===== src/rtl/conv_line_feeder.sv =====
// -----------------------------------------------------------------------------
// conv_line_feeder
//
// Producer side of the 3x3 convolution column interface. Takes a raster-order,
// single-channel pixel stream (one pixel per in_valid/in_ready handshake) and
// uses two line buffers to present vertically aligned column triples
// (top = row r-2, mid = row r-1, bot = row r) to the convolution core.
//
// Optional build macro:
//   BORDER_REPLICATE_EN - when defined, the first two rows of each frame also
//                         produce triples, with the missing rows replicated
//                         from the nearest available row. When undefined,
//                         only rows 2..IMG_HEIGHT-1 produce triples.
//
// Ports:
//   clk        clock
//   rst_n      synchronous, active-low reset
//   in_valid   in_pixel is valid
//   in_ready   feeder accepts in_pixel this cycle
//   in_pixel   raster-order input pixel
//   in_sof     start of frame, qualified by in_valid && in_ready
//   out_valid  column triple is valid
//   out_ready  downstream accepts the triple
//   out_top    pixel at (r-2, c)
//   out_mid    pixel at (r-1, c)
//   out_bot    pixel at (r, c)
//   out_col    column c of the triple
//   out_row    row r of the triple (row of out_bot)
//   out_eof    triple is the last one of the frame
// -----------------------------------------------------------------------------
module conv_line_feeder #(
    parameter int PIXEL_WIDTH = 8,
    parameter int IMG_WIDTH   = 64,
    parameter int IMG_HEIGHT  = 64,
    localparam int CW         = $clog2(IMG_WIDTH),
    localparam int RW         = $clog2(IMG_HEIGHT)
) (
    input  logic                   clk,
    input  logic                   rst_n,
    input  logic                   in_valid,
    output logic                   in_ready,
    input  logic [PIXEL_WIDTH-1:0] in_pixel,
    input  logic                   in_sof,
    output logic                   out_valid,
    input  logic                   out_ready,
    output logic [PIXEL_WIDTH-1:0] out_top,
    output logic [PIXEL_WIDTH-1:0] out_mid,
    output logic [PIXEL_WIDTH-1:0] out_bot,
    output logic [CW-1:0]          out_col,
    output logic [RW-1:0]          out_row,
    output logic                   out_eof
);

    localparam logic [CW-1:0] COL_LAST = CW'(IMG_WIDTH - 1);
    localparam logic [RW-1:0] ROW_LAST = RW'(IMG_HEIGHT - 1);
    localparam logic [RW-1:0] ROW_ONE  = RW'(1);
    localparam logic [CW-1:0] COL_ONE  = CW'(1);

    localparam logic [0:0] ST_PRIME  = 1'b0;
    localparam logic [0:0] ST_STREAM = 1'b1;

    // Line buffers: line_a holds row r-1, line_b holds row r-2 (relative to
    // the row currently arriving). Contents are never reset; the PRIME rows
    // overwrite every entry before any of it is used.
    logic [PIXEL_WIDTH-1:0] line_a [IMG_WIDTH];
    logic [PIXEL_WIDTH-1:0] line_b [IMG_WIDTH];

    logic [CW-1:0]          col;
    logic [RW-1:0]          row;
    logic [0:0]             state;

    logic                   acc;
    logic [CW-1:0]          pos_col;
    logic [RW-1:0]          pos_row;
    logic [0:0]             pos_state;
    logic [PIXEL_WIDTH-1:0] rd_a;
    logic [PIXEL_WIDTH-1:0] rd_b;
    logic                   at_row_end;
    logic                   at_prime_end;
    logic                   at_frame_end;

    logic                   emit;
    logic [PIXEL_WIDTH-1:0] cand_top;
    logic [PIXEL_WIDTH-1:0] cand_mid;
    logic [CW-1:0]          col_nxt;
    logic [RW-1:0]          row_nxt;
    logic [0:0]             state_nxt;

    // Single output register stage: we can take a pixel whenever the output
    // register is empty or is being drained this cycle.
    assign in_ready = out_ready || !out_valid;
    assign acc      = in_valid && in_ready;

    // A start-of-frame pixel is placed at (0,0) in PRIME, whatever the
    // counters say, so a partial frame is simply abandoned.
    assign pos_col   = in_sof ? '0 : col;
    assign pos_row   = in_sof ? '0 : row;
    assign pos_state = in_sof ? ST_PRIME : state;

    // Buffer reads use the pre-write contents; the writes below are
    // non-blocking, so the same-index read/write in one cycle is safe.
    assign rd_a = line_a[pos_col];
    assign rd_b = line_b[pos_col];

    assign at_row_end   = (pos_col == COL_LAST);
    assign at_prime_end = at_row_end && (pos_row == ROW_ONE);
    assign at_frame_end = at_row_end && (pos_row == ROW_LAST);

    always_comb begin
        col_nxt   = col;
        row_nxt   = row;
        state_nxt = state;
        emit      = 1'b0;
        cand_top  = rd_b;
        cand_mid  = rd_a;

        if (acc) begin
            if (at_row_end) begin
                col_nxt = '0;
                row_nxt = (pos_row == ROW_LAST) ? '0 : pos_row + ROW_ONE;
            end else begin
                col_nxt = pos_col + COL_ONE;
                row_nxt = pos_row;
            end

            case (pos_state)
                ST_PRIME: begin
                    state_nxt = at_prime_end ? ST_STREAM : ST_PRIME;
`ifdef BORDER_REPLICATE_EN
                    // Missing rows above the frame replicate the nearest row.
                    emit = 1'b1;
                    if (pos_row == '0) begin
                        cand_top = in_pixel;
                        cand_mid = in_pixel;
                    end else begin
                        cand_top = rd_a;
                        cand_mid = rd_a;
                    end
`endif
                end
                default: begin
                    emit      = 1'b1;
                    state_nxt = at_frame_end ? ST_PRIME : ST_STREAM;
                end
            endcase
        end
    end

    always_ff @(posedge clk) begin
        if (acc) begin
            line_b[pos_col] <= rd_a;
            line_a[pos_col] <= in_pixel;
        end
    end

    // ---- accept -> output register boundary ----
    always_ff @(posedge clk) begin
        if (!rst_n) begin
            col       <= '0;
            row       <= '0;
            state     <= ST_PRIME;
            out_valid <= 1'b0;
            out_top   <= '0;
            out_mid   <= '0;
            out_bot   <= '0;
            out_col   <= '0;
            out_row   <= '0;
            out_eof   <= 1'b0;
        end else begin
            col   <= col_nxt;
            row   <= row_nxt;
            state <= state_nxt;
            if (emit) begin
                out_valid <= 1'b1;
                out_top   <= cand_top;
                out_mid   <= cand_mid;
                out_bot   <= in_pixel;
                out_col   <= pos_col;
                out_row   <= pos_row;
                out_eof   <= at_frame_end;
            end else if (out_ready) begin
                out_valid <= 1'b0;
            end
        end
    end

endmodule


===== config.mk =====
export PLATFORM = sky130hd
export DESIGN_NAME = conv_line_feeder
export DESIGN_NICKNAME = d
export VERILOG_FILES = /design/src/rtl/conv_line_feeder.sv
export SDC_FILE = /design/constraint.sdc
export NUM_CORES = 1
export LEC_CHECK = 0
export ABC_AREA = 0
export CAP_MARGIN = 20
export CORE_MARGIN = 1
export CORE_UTILIZATION = 68
export CTS_BUF_LIST = sky130_fd_sc_hd__clkbuf_8
export CTS_CLUSTER_DIAMETER = 80
export DETAILED_ROUTE_END_ITERATION = 8
export HOLD_SLACK_MARGIN = 0.15
export PLACE_DENSITY = 0.88
export SYNTH_ARGS = -nofsm -noshare
export SYNTH_HDL_FRONTEND = slang
export SYNTH_SLANG_ARGS = --single-unit

===== constraint.sdc =====
create_clock -name clk -period 6.6 [get_ports clk]
set_input_delay 0.66 -clock clk [delete_from_list [all_inputs] [get_ports clk]]
set_output_delay 0.66 -clock clk [all_outputs]
set_load 0.005 [all_outputs]

==> results.md, run 1 <==
- Status: completed
- Die Width: 253 um
- Pre-antenna DRT Iters: 9
- Post-Synthesis Cell Area: 0.0427 sq mm
- Detail Route Antenna Nets: 0
- # port buffers: 51
- Syn Nets: 2622
- Clock slew seen by the registers of the worst setup and hold paths: 0.06 ns
- Hold_buf cts: 0
- Fin Clk Skew: 0.0442 ns
- WP data arrival: 4.96 ns
- Syn Inst Count: between 2000 and 3000
- Static Leak: 15.3 nW
- I/O pin cnt: 52
- Fin Setup TNS: 0 ns
- Core area: 0.0619 sq mm
- Met1 wire length: 36900 um
- TritonCTS clock tree: built
- Clock power frac: 0.368
- Synth warnings: 0
- Tot Pwr: 13.1 mW
- Prevailing post-synth register cell: edfxtp_1
- Setup Buffers After CTS: 0
- GRT Util Overall: 0.368
- Root buffer cell: clkbuf_8
- Period minus WS final: 4.53 ns
- #FFs+latches synth: 1075
- Post-synthesis sequential area ratio: 0.744
- Logic pwr share: 0.055
- Post-DP HPWL: 65600 um
- Largest net degree at the start of global routing: 124
- Final instance area: 0.0470 sq mm
- Insertion delay to the later sink of the worst-skew pair: 0.84 ns
- Drt drc: 0
- Netlist cell types: 73
- Clk buf depth: 3
- Initial DRC Count: slightly above 5000
- Worst Max-Slew Pin Slew: 1.11 ns
- Crit start category: register
- Max cap viols: 0
- Htree depth: 4
- Resized cells post-CTS: 0
- Layout overhead on the synthesized area: 9.92%
- Crit-path max FO: 65
- Post-synth ARST share: 0
- Final Cycle Share: 0.687
- Nets: 2752
- Antenna violations before repair: 7
- Mean area per synthesized cell: 16.4 sq um
- Class of the worst hold path: register to register
- Psw: 3.01 mW
- Peak supply drop: 0.200 mV
- First-pass GRT wire length: roughly 170000 um
- Fmax: 221 MHz
- Top layer in use: met5
- Via Count: 26700
- Switching part of the total: 0.229
- Share of layout cells above drive strength 1: 0.132
- Die Area: 0.0638 sq mm
- Met2 wire length: between 50000 and 60000 um
- Setup violators final: 0
- Final hold vios: 0
- Gpl congestion: 0.973
- Slew Limit Fails: 0
- Vias/cell: just over 7
- Worst Setup End Kind: register
- Clock Sinks: ~1100
- Starting Density: 0.690
- DIE HEIGHT: 253 um
- WL final: 116000 um
- CTS Buf Count: 158
- Metal3 WL: 19300 um
- Final hold slack: 0.460 ns
- Critical path type: register to register
- Worst EP required: 7.03 ns
- Cell-internal power: 10.1 mW
- Power share of the sequential group: 0.577
- Drt wl/cell: 31.2 um
- Max-slew headroom: 0.254
- # rows: about 90
- Number of flops mapped to enable cells by yosys: between 1000 and 1500
- Vias in the first global route: 26100
- Final core occ: 0.758
- RSZ-0062 raised after global routing: no
- Placed Area: 0.0441 sq mm
- Pwr dens: 279 mW/mm^2
- Total grt overflow: 0
[cells in the final DEF, fill, tap and decap left out, types with 6 or more instances in the layout]
cell / count
edfxtp_1: 1024
mux2i_1: 305
clkbuf_8: 164
nand2_1: 139
o22ai_1: 116
o21ai_0: 109
buf_4: 99
a211oi_1: 85
nor2_1: 83
a22o_1: 80
a21oi_1: 67
inv_1: 61
dfxtp_1: 48
clkdlybuf4s50_1: 42
clkinv_1: 32
nor3_1: 29
nand2b_1: 29
a21boi_0: 29
mux4_2: 26
a22oi_1: 25
o211ai_1: 22
nand3b_1: 18
o31ai_1: 17
a221oi_1: 16
clkinv_2: 15
nor2b_1: 14
o221ai_1: 12
nand3_1: 11
buf_2: 8
or2_2: 7
mux2_2: 7
buf_12: 7
and2_1: 6
clkinvlp_4: 6
[final timing paths]
path | startpoint | endpoint | slack, ns | cells past startpoint
min | out_row[5] | out_row[5] | 0.46 | 2
min reg2reg | out_row[5] | out_row[5] | 0.46 | 2
max reg2reg | col[0] | line_b[50][6] | 2.07 | 7
max | col[0] | line_b[50][6] | 2.07 | 7
[metrics by stage]
step | cells | setup WS (ns)
floorplan | 2608 | 3.46
global placement | 3413 | 2.16
detailed placement | 3413 | 1.98
CTS | 3696 | 2.37
global route | 3699 | 2.03
finish | 3699 | 2.07
[synthesized netlist by cell type, types with 16 or more instances]
master / n / share of area
nand3b_1: 18 / 0.0032
mux2i_1: 305 / 0.071
nand2_1: 139 / 0.012
a21boi_0: 29 / 0.0051
buf_2: 64 / 0.0075
buf_6: 25 / 0.0066
a211oi_1: 85 / 0.015
dfxtp_1: 51 / 0.024
o21ai_0: 109 / 0.013
nor3_1: 29 / 0.0034
nand2b_1: 29 / 0.0042
o22ai_1: 116 / 0.017
a22o_1: 80 / 0.016
mux4_2: 26 / 0.014
a21oi_1: 67 / 0.0078
o31ai_1: 17 / 0.0030
clkbuf_1: 64 / 0.0056
nor2_1: 88 / 0.0077
nor2b_1: 16 / 0.0023
a221oi_1: 16 / 0.0033
buf_4: 17 / 0.0030
a22oi_1: 25 / 0.0044
edfxtp_1: 1024 / 0.72
buf_1: 16 / 0.0014
o211ai_1: 22 / 0.0039
[critical path, stage by stage, from the launching register on]
cell,delay [ns]
dfxtp_4,0.42
buf_4,0.59
buf_4,0.80
mux2i_1,0.34
o22ai_1,0.12
a211oi_1,0.79
o22ai_1,0.21
or4_4,0.79
[final cells by class]
cell class	count	area (sq um)
antenna	1	2.50
clock buffer	164	2260
clock inverter	119	553
fill	3206	15000
inverter	6	23.8
multi-input combinational	1341	9960
sequential	1075	31800
tap	837	1050
timing repair buffer	156	1340
[routing by layer]
metal / vias up / GRT usage
li1: 10700 / -
met1: 12600 / 0.475
met2: 2705 / 0.540
met3: 639 / 0.129
met4: 8 / 0.229
met5: - / 0
[state kept, by name, indices dropped and copies added, names as in the netlist]
name,cells
out_eof,1
line_a,512
out_top,8
state,1
row,6
out_mid,8
col,6
out_bot,8
line_b,512
out_valid,1
out_row,6
out_col,6
[kinds of logic (layout without fill, tap and decap cells)]
| group | after synthesis | after routing | synth area share |
|---|---|---|---|
| buffers and inverters | 192 | 445 | 0.0246 |
| adder cells (fa/ha/maj) | 1 | 1 | 0.000293 |
| AND/OR/NAND/NOR | 371 | 371 | 0.0419 |
| multiplexers | 340 | 340 | 0.0875 |
| other | 0 | 1 | 0 |
| AO/OA/AOI/OAI | 629 | 629 | 0.102 |
| flip-flops | 1075 | 1075 | 0.744 |
[power groups by stage]
stage | registers (mW) | clock network, mW | logic [mW]
floorplan | 7.70 | 0 | 0.431
global placement | 7.70 | 0 | 0.648
detailed placement | 7.71 | 0 | 0.677
CTS | 7.56 | 4.81 | 0.682
global route | 7.56 | 5.11 | 0.734
finish | 7.56 | 4.83 | 0.722
(Power assumes the default switching activity.)
==> run 2: changes to the inputs <==
--- a/config.mk
+++ b/config.mk
@@ -8,12 +8,12 @@
 export ABC_AREA = 0
 export CAP_MARGIN = 20
 export CORE_MARGIN = 1
-export CORE_UTILIZATION = 68
+export CORE_UTILIZATION = 65
 export CTS_BUF_LIST = sky130_fd_sc_hd__clkbuf_8
 export CTS_CLUSTER_DIAMETER = 80
 export DETAILED_ROUTE_END_ITERATION = 8
 export HOLD_SLACK_MARGIN = 0.15
-export PLACE_DENSITY = 0.88
+export PLACE_DENSITY = 0.85
 export SYNTH_ARGS = -nofsm -noshare
 export SYNTH_HDL_FRONTEND = slang
 export SYNTH_SLANG_ARGS = --single-unit
==> constraint.sdc (replaced) <==
create_clock -name clk -period 4.65 [get_ports clk]
set_input_delay 0.465 -clock clk [delete_from_list [all_inputs] [get_ports clk]]
set_output_delay 0.465 -clock clk [all_outputs]
set_load 0.005 [all_outputs]
==> run 2 against run 1 <==
  * Critical path depth rose by 2
  * First-iteration DRC count fell by 5.9%
  * Sequential cell count did not move
  * Via count rose by 2.2%
  * Clock power rose by 43%
  * Combinational power rose by 47%
  * Non-clock buffer count rose by 82
  * Cell count rose by 2.8%
  * Routed wire length rose by 5.9%
  * Utilization fell by 2.1 points
  * Die area rose by 4.6%
  * Highest routed layer unchanged
==> results.md, run 2 (synthesized netlist as in run 1, its figures left out) <==
- Die Width: 258 um (was 253 um)
- Insertion delay to the later sink of the worst-skew pair: 0.83 ns (was 0.84 ns)
- Total grt overflow: 0 (unchanged)
- Slew Limit Fails: 0 (unchanged)
- Regs by FF count: line_a x512, line_b x512 (unchanged)
- Class of the worst hold path: primary input to register (was register to register)
- Leading cell types in the layout, fill and taps excluded: edfxtp_1 (1024), mux2i_1 (305), buf_4 (172), clkbuf_8 (166), nand2_1 (139) (was edfxtp_1 (1024), mux2i_1 (305), clkbuf_8 (164), nand2_1 (139), o22ai_1 (116))
- Final hold vios: 0 (unchanged)
- Crit path to: line_b[54][0] (was line_b[50][6])
- WL final: 122000 um (was 116000 um)
- GRT Util Overall: 0.370 (was 0.368)
- Fin Clk Skew: 0.0431 ns (was 0.0442 ns)
- RSZ-0062 raised after global routing: no (unchanged)
- Multi-input logic area: 0.00995 sq mm (was 0.00996 sq mm)
- I/O pin cnt: 52 (unchanged)
- Fin Setup TNS: 0 ns (unchanged)
- Worst Setup End Kind: register (unchanged)
- Vias/cell: 7.17 (was 7.21)
- Vias in the first global route: 26900 (was 26100)
- TritonCTS clock tree: built (unchanged)
- First-pass GRT wire length: 176000 um (was 167000 um)
- Nets: 2833 (was 2752)
- Layout overhead on the synthesized area: 11.7% (was 9.92%)
- Pre-antenna DRT Iters: 8 (was 9)
- Worst setup startpoint: col[0] (unchanged)
- Drt wl/cell: 32.2 um (was 31.2 um)
- Die Area: 0.0668 sq mm (was 0.0638 sq mm)
- FF-to-FF Start: col[0] (unchanged)
- Core area: 0.0647 sq mm (was 0.0619 sq mm)
- Critical path type: register to register (unchanged)
- Gpl congestion: 0.990 (was 0.973)
- Max cap viols: 0 (unchanged)
- Clk buf depth: 3 (unchanged)
- Share of layout cells above drive strength 1: 0.152 (was 0.132)
- Final Cycle Share: 0.969 (was 0.687)
- DIE HEIGHT: 258 um (was 253 um)
- WP data arrival: 4.96 ns (about the same)
- Worst Max-Slew Pin Slew: 1.21 ns (was 1.11 ns)
- Worst R2R Setup Slack: 0.14 ns (was 2.07 ns)
- Most common cell after layout, fill and taps aside: edfxtp_1 (unchanged)
- Via Count: 27300 (was 26700)
- Detail Route Antenna Nets: 0 (unchanged)
- Worst EP required: 5.10 ns (was 7.03 ns)
- Initial DRC Count: 4845 (was 5147)
- Max-slew headroom: 0.188 (was 0.254)
- Tot Pwr: 18.7 mW (was 13.1 mW)
- Root buffer cell: clkbuf_8 (unchanged)
- Register Area: 0.0318 sq mm (about the same)
- Largest net degree at the start of global routing: 77 (was 124)
- # port buffers: 51 (unchanged)
- Resized cells post-CTS: 0 (unchanged)
- Clock Sinks: 1075 (unchanged)
- Fillers: 3576 (was 3206)
- Htree depth: 4 (unchanged)
- Post-DP HPWL: 71300 um (was 65600 um)
- Starting Density: 0.660 (was 0.690)
- Final core occ: 0.737 (was 0.758)
- Static Leak: 15.7 nW (was 15.3 nW)
- Drt drc: 0 (unchanged)
- Depth of the worst register-to-register path: 9 (was 7)
- Crit-path max FO: 64 (was 65)
- Fmax: 222 MHz (was 221 MHz)
- Setup violators final: 0 (unchanged)
- Crit start category: register (unchanged)
- Pwr dens: 392 mW/mm^2 (was 279 mW/mm^2)
- Antenna violations before repair: 9 (was 7)
- Peak supply drop: 0.217 mV (was 0.200 mV)
- Period minus WS final: 4.51 ns (was 4.53 ns)
- Worst reg2reg endpoint: line_b[54][0] (was line_b[50][6])
- CTS Buf Count: 157 (was 158)
- Clock slew seen by the registers of the worst setup and hold paths: 0.06 ns (about the same)
- Status: completed (unchanged)
- # rows: 93 (was 91)
run 2: worst max-delay path, stage by stage, from the launching register on:
cell	delay (ns)
dfxtp_4	0.70
nor2b_4	0.77
buf_4	0.32
buf_4	0.25
a22o_1	0.16
a211oi_1	0.13
nor3_1	0.72
nor3_1	0.14
buf_4	0.19
inv_2	0.72
run 2: cell type report:
cell class,count,share of cell area
sequential,1075,0.666
multi-input combinational,1341,0.209
clock buffer,166,0.0479
timing repair buffer,238,0.0432
tap,855,0.0224
clock inverter,117,0.0111
inverter,6,0.000498
antenna,4,0.000210
run 2: through the flow:
stage | hold WS [ns] | worst slack [ns] | cells | cell area [sq um]
floorplan | 0.460 | 1.70 | 2608 | 42700
global placement | 0.448 | 0.671 | 3514 | 44900
detailed placement | 0.459 | 0.539 | 3514 | 44900
CTS | 0.168 | 0.533 | 3798 | 47700
global route | 0.237 | 0.172 | 3799 | 47700
finish | 0.224 | 0.143 | 3802 | 47700
run 2: what timing repair did:
action                                  in CTS  in global routing
buffers inserted                             0                  0
hold buffers                                 1                  0
endpoints found under the setup margin       0                  0
hold endpoints to repair                    11                  0
run 2: worst min-delay path by stage:
stage,start,to,depth (start not counted)
after CTS,in_sof,col[4],4
final,in_sof,col[4],4
after global routing,in_sof,col[4],4
after global placement,out_col[0],out_col[0],2
after floorplan,out_bot[1],out_bot[1],2
after detailed placement,out_col[3],out_col[3],2
run 2: report_power, final:
part,switching (mW),total (mW),internal (mW)
Combinational,0.735,1.06,0.323
Sequential,0.0196,10.7,10.7
Clock,3.50,6.90,3.40
run 2: per-layer routing:
| metal | global-route usage | part of all wire | wire length [um] |
|---|---|---|---|
| met5 | 0.000712 | 0.00025 | 31 |
| met3 | 0.114 | 0.16 | 19200 |
| met4 | 0.238 | 0.074 | 9060 |
| met2 | 0.549 | 0.45 | 54600 |
| met1 | 0.478 | 0.32 | 39500 |
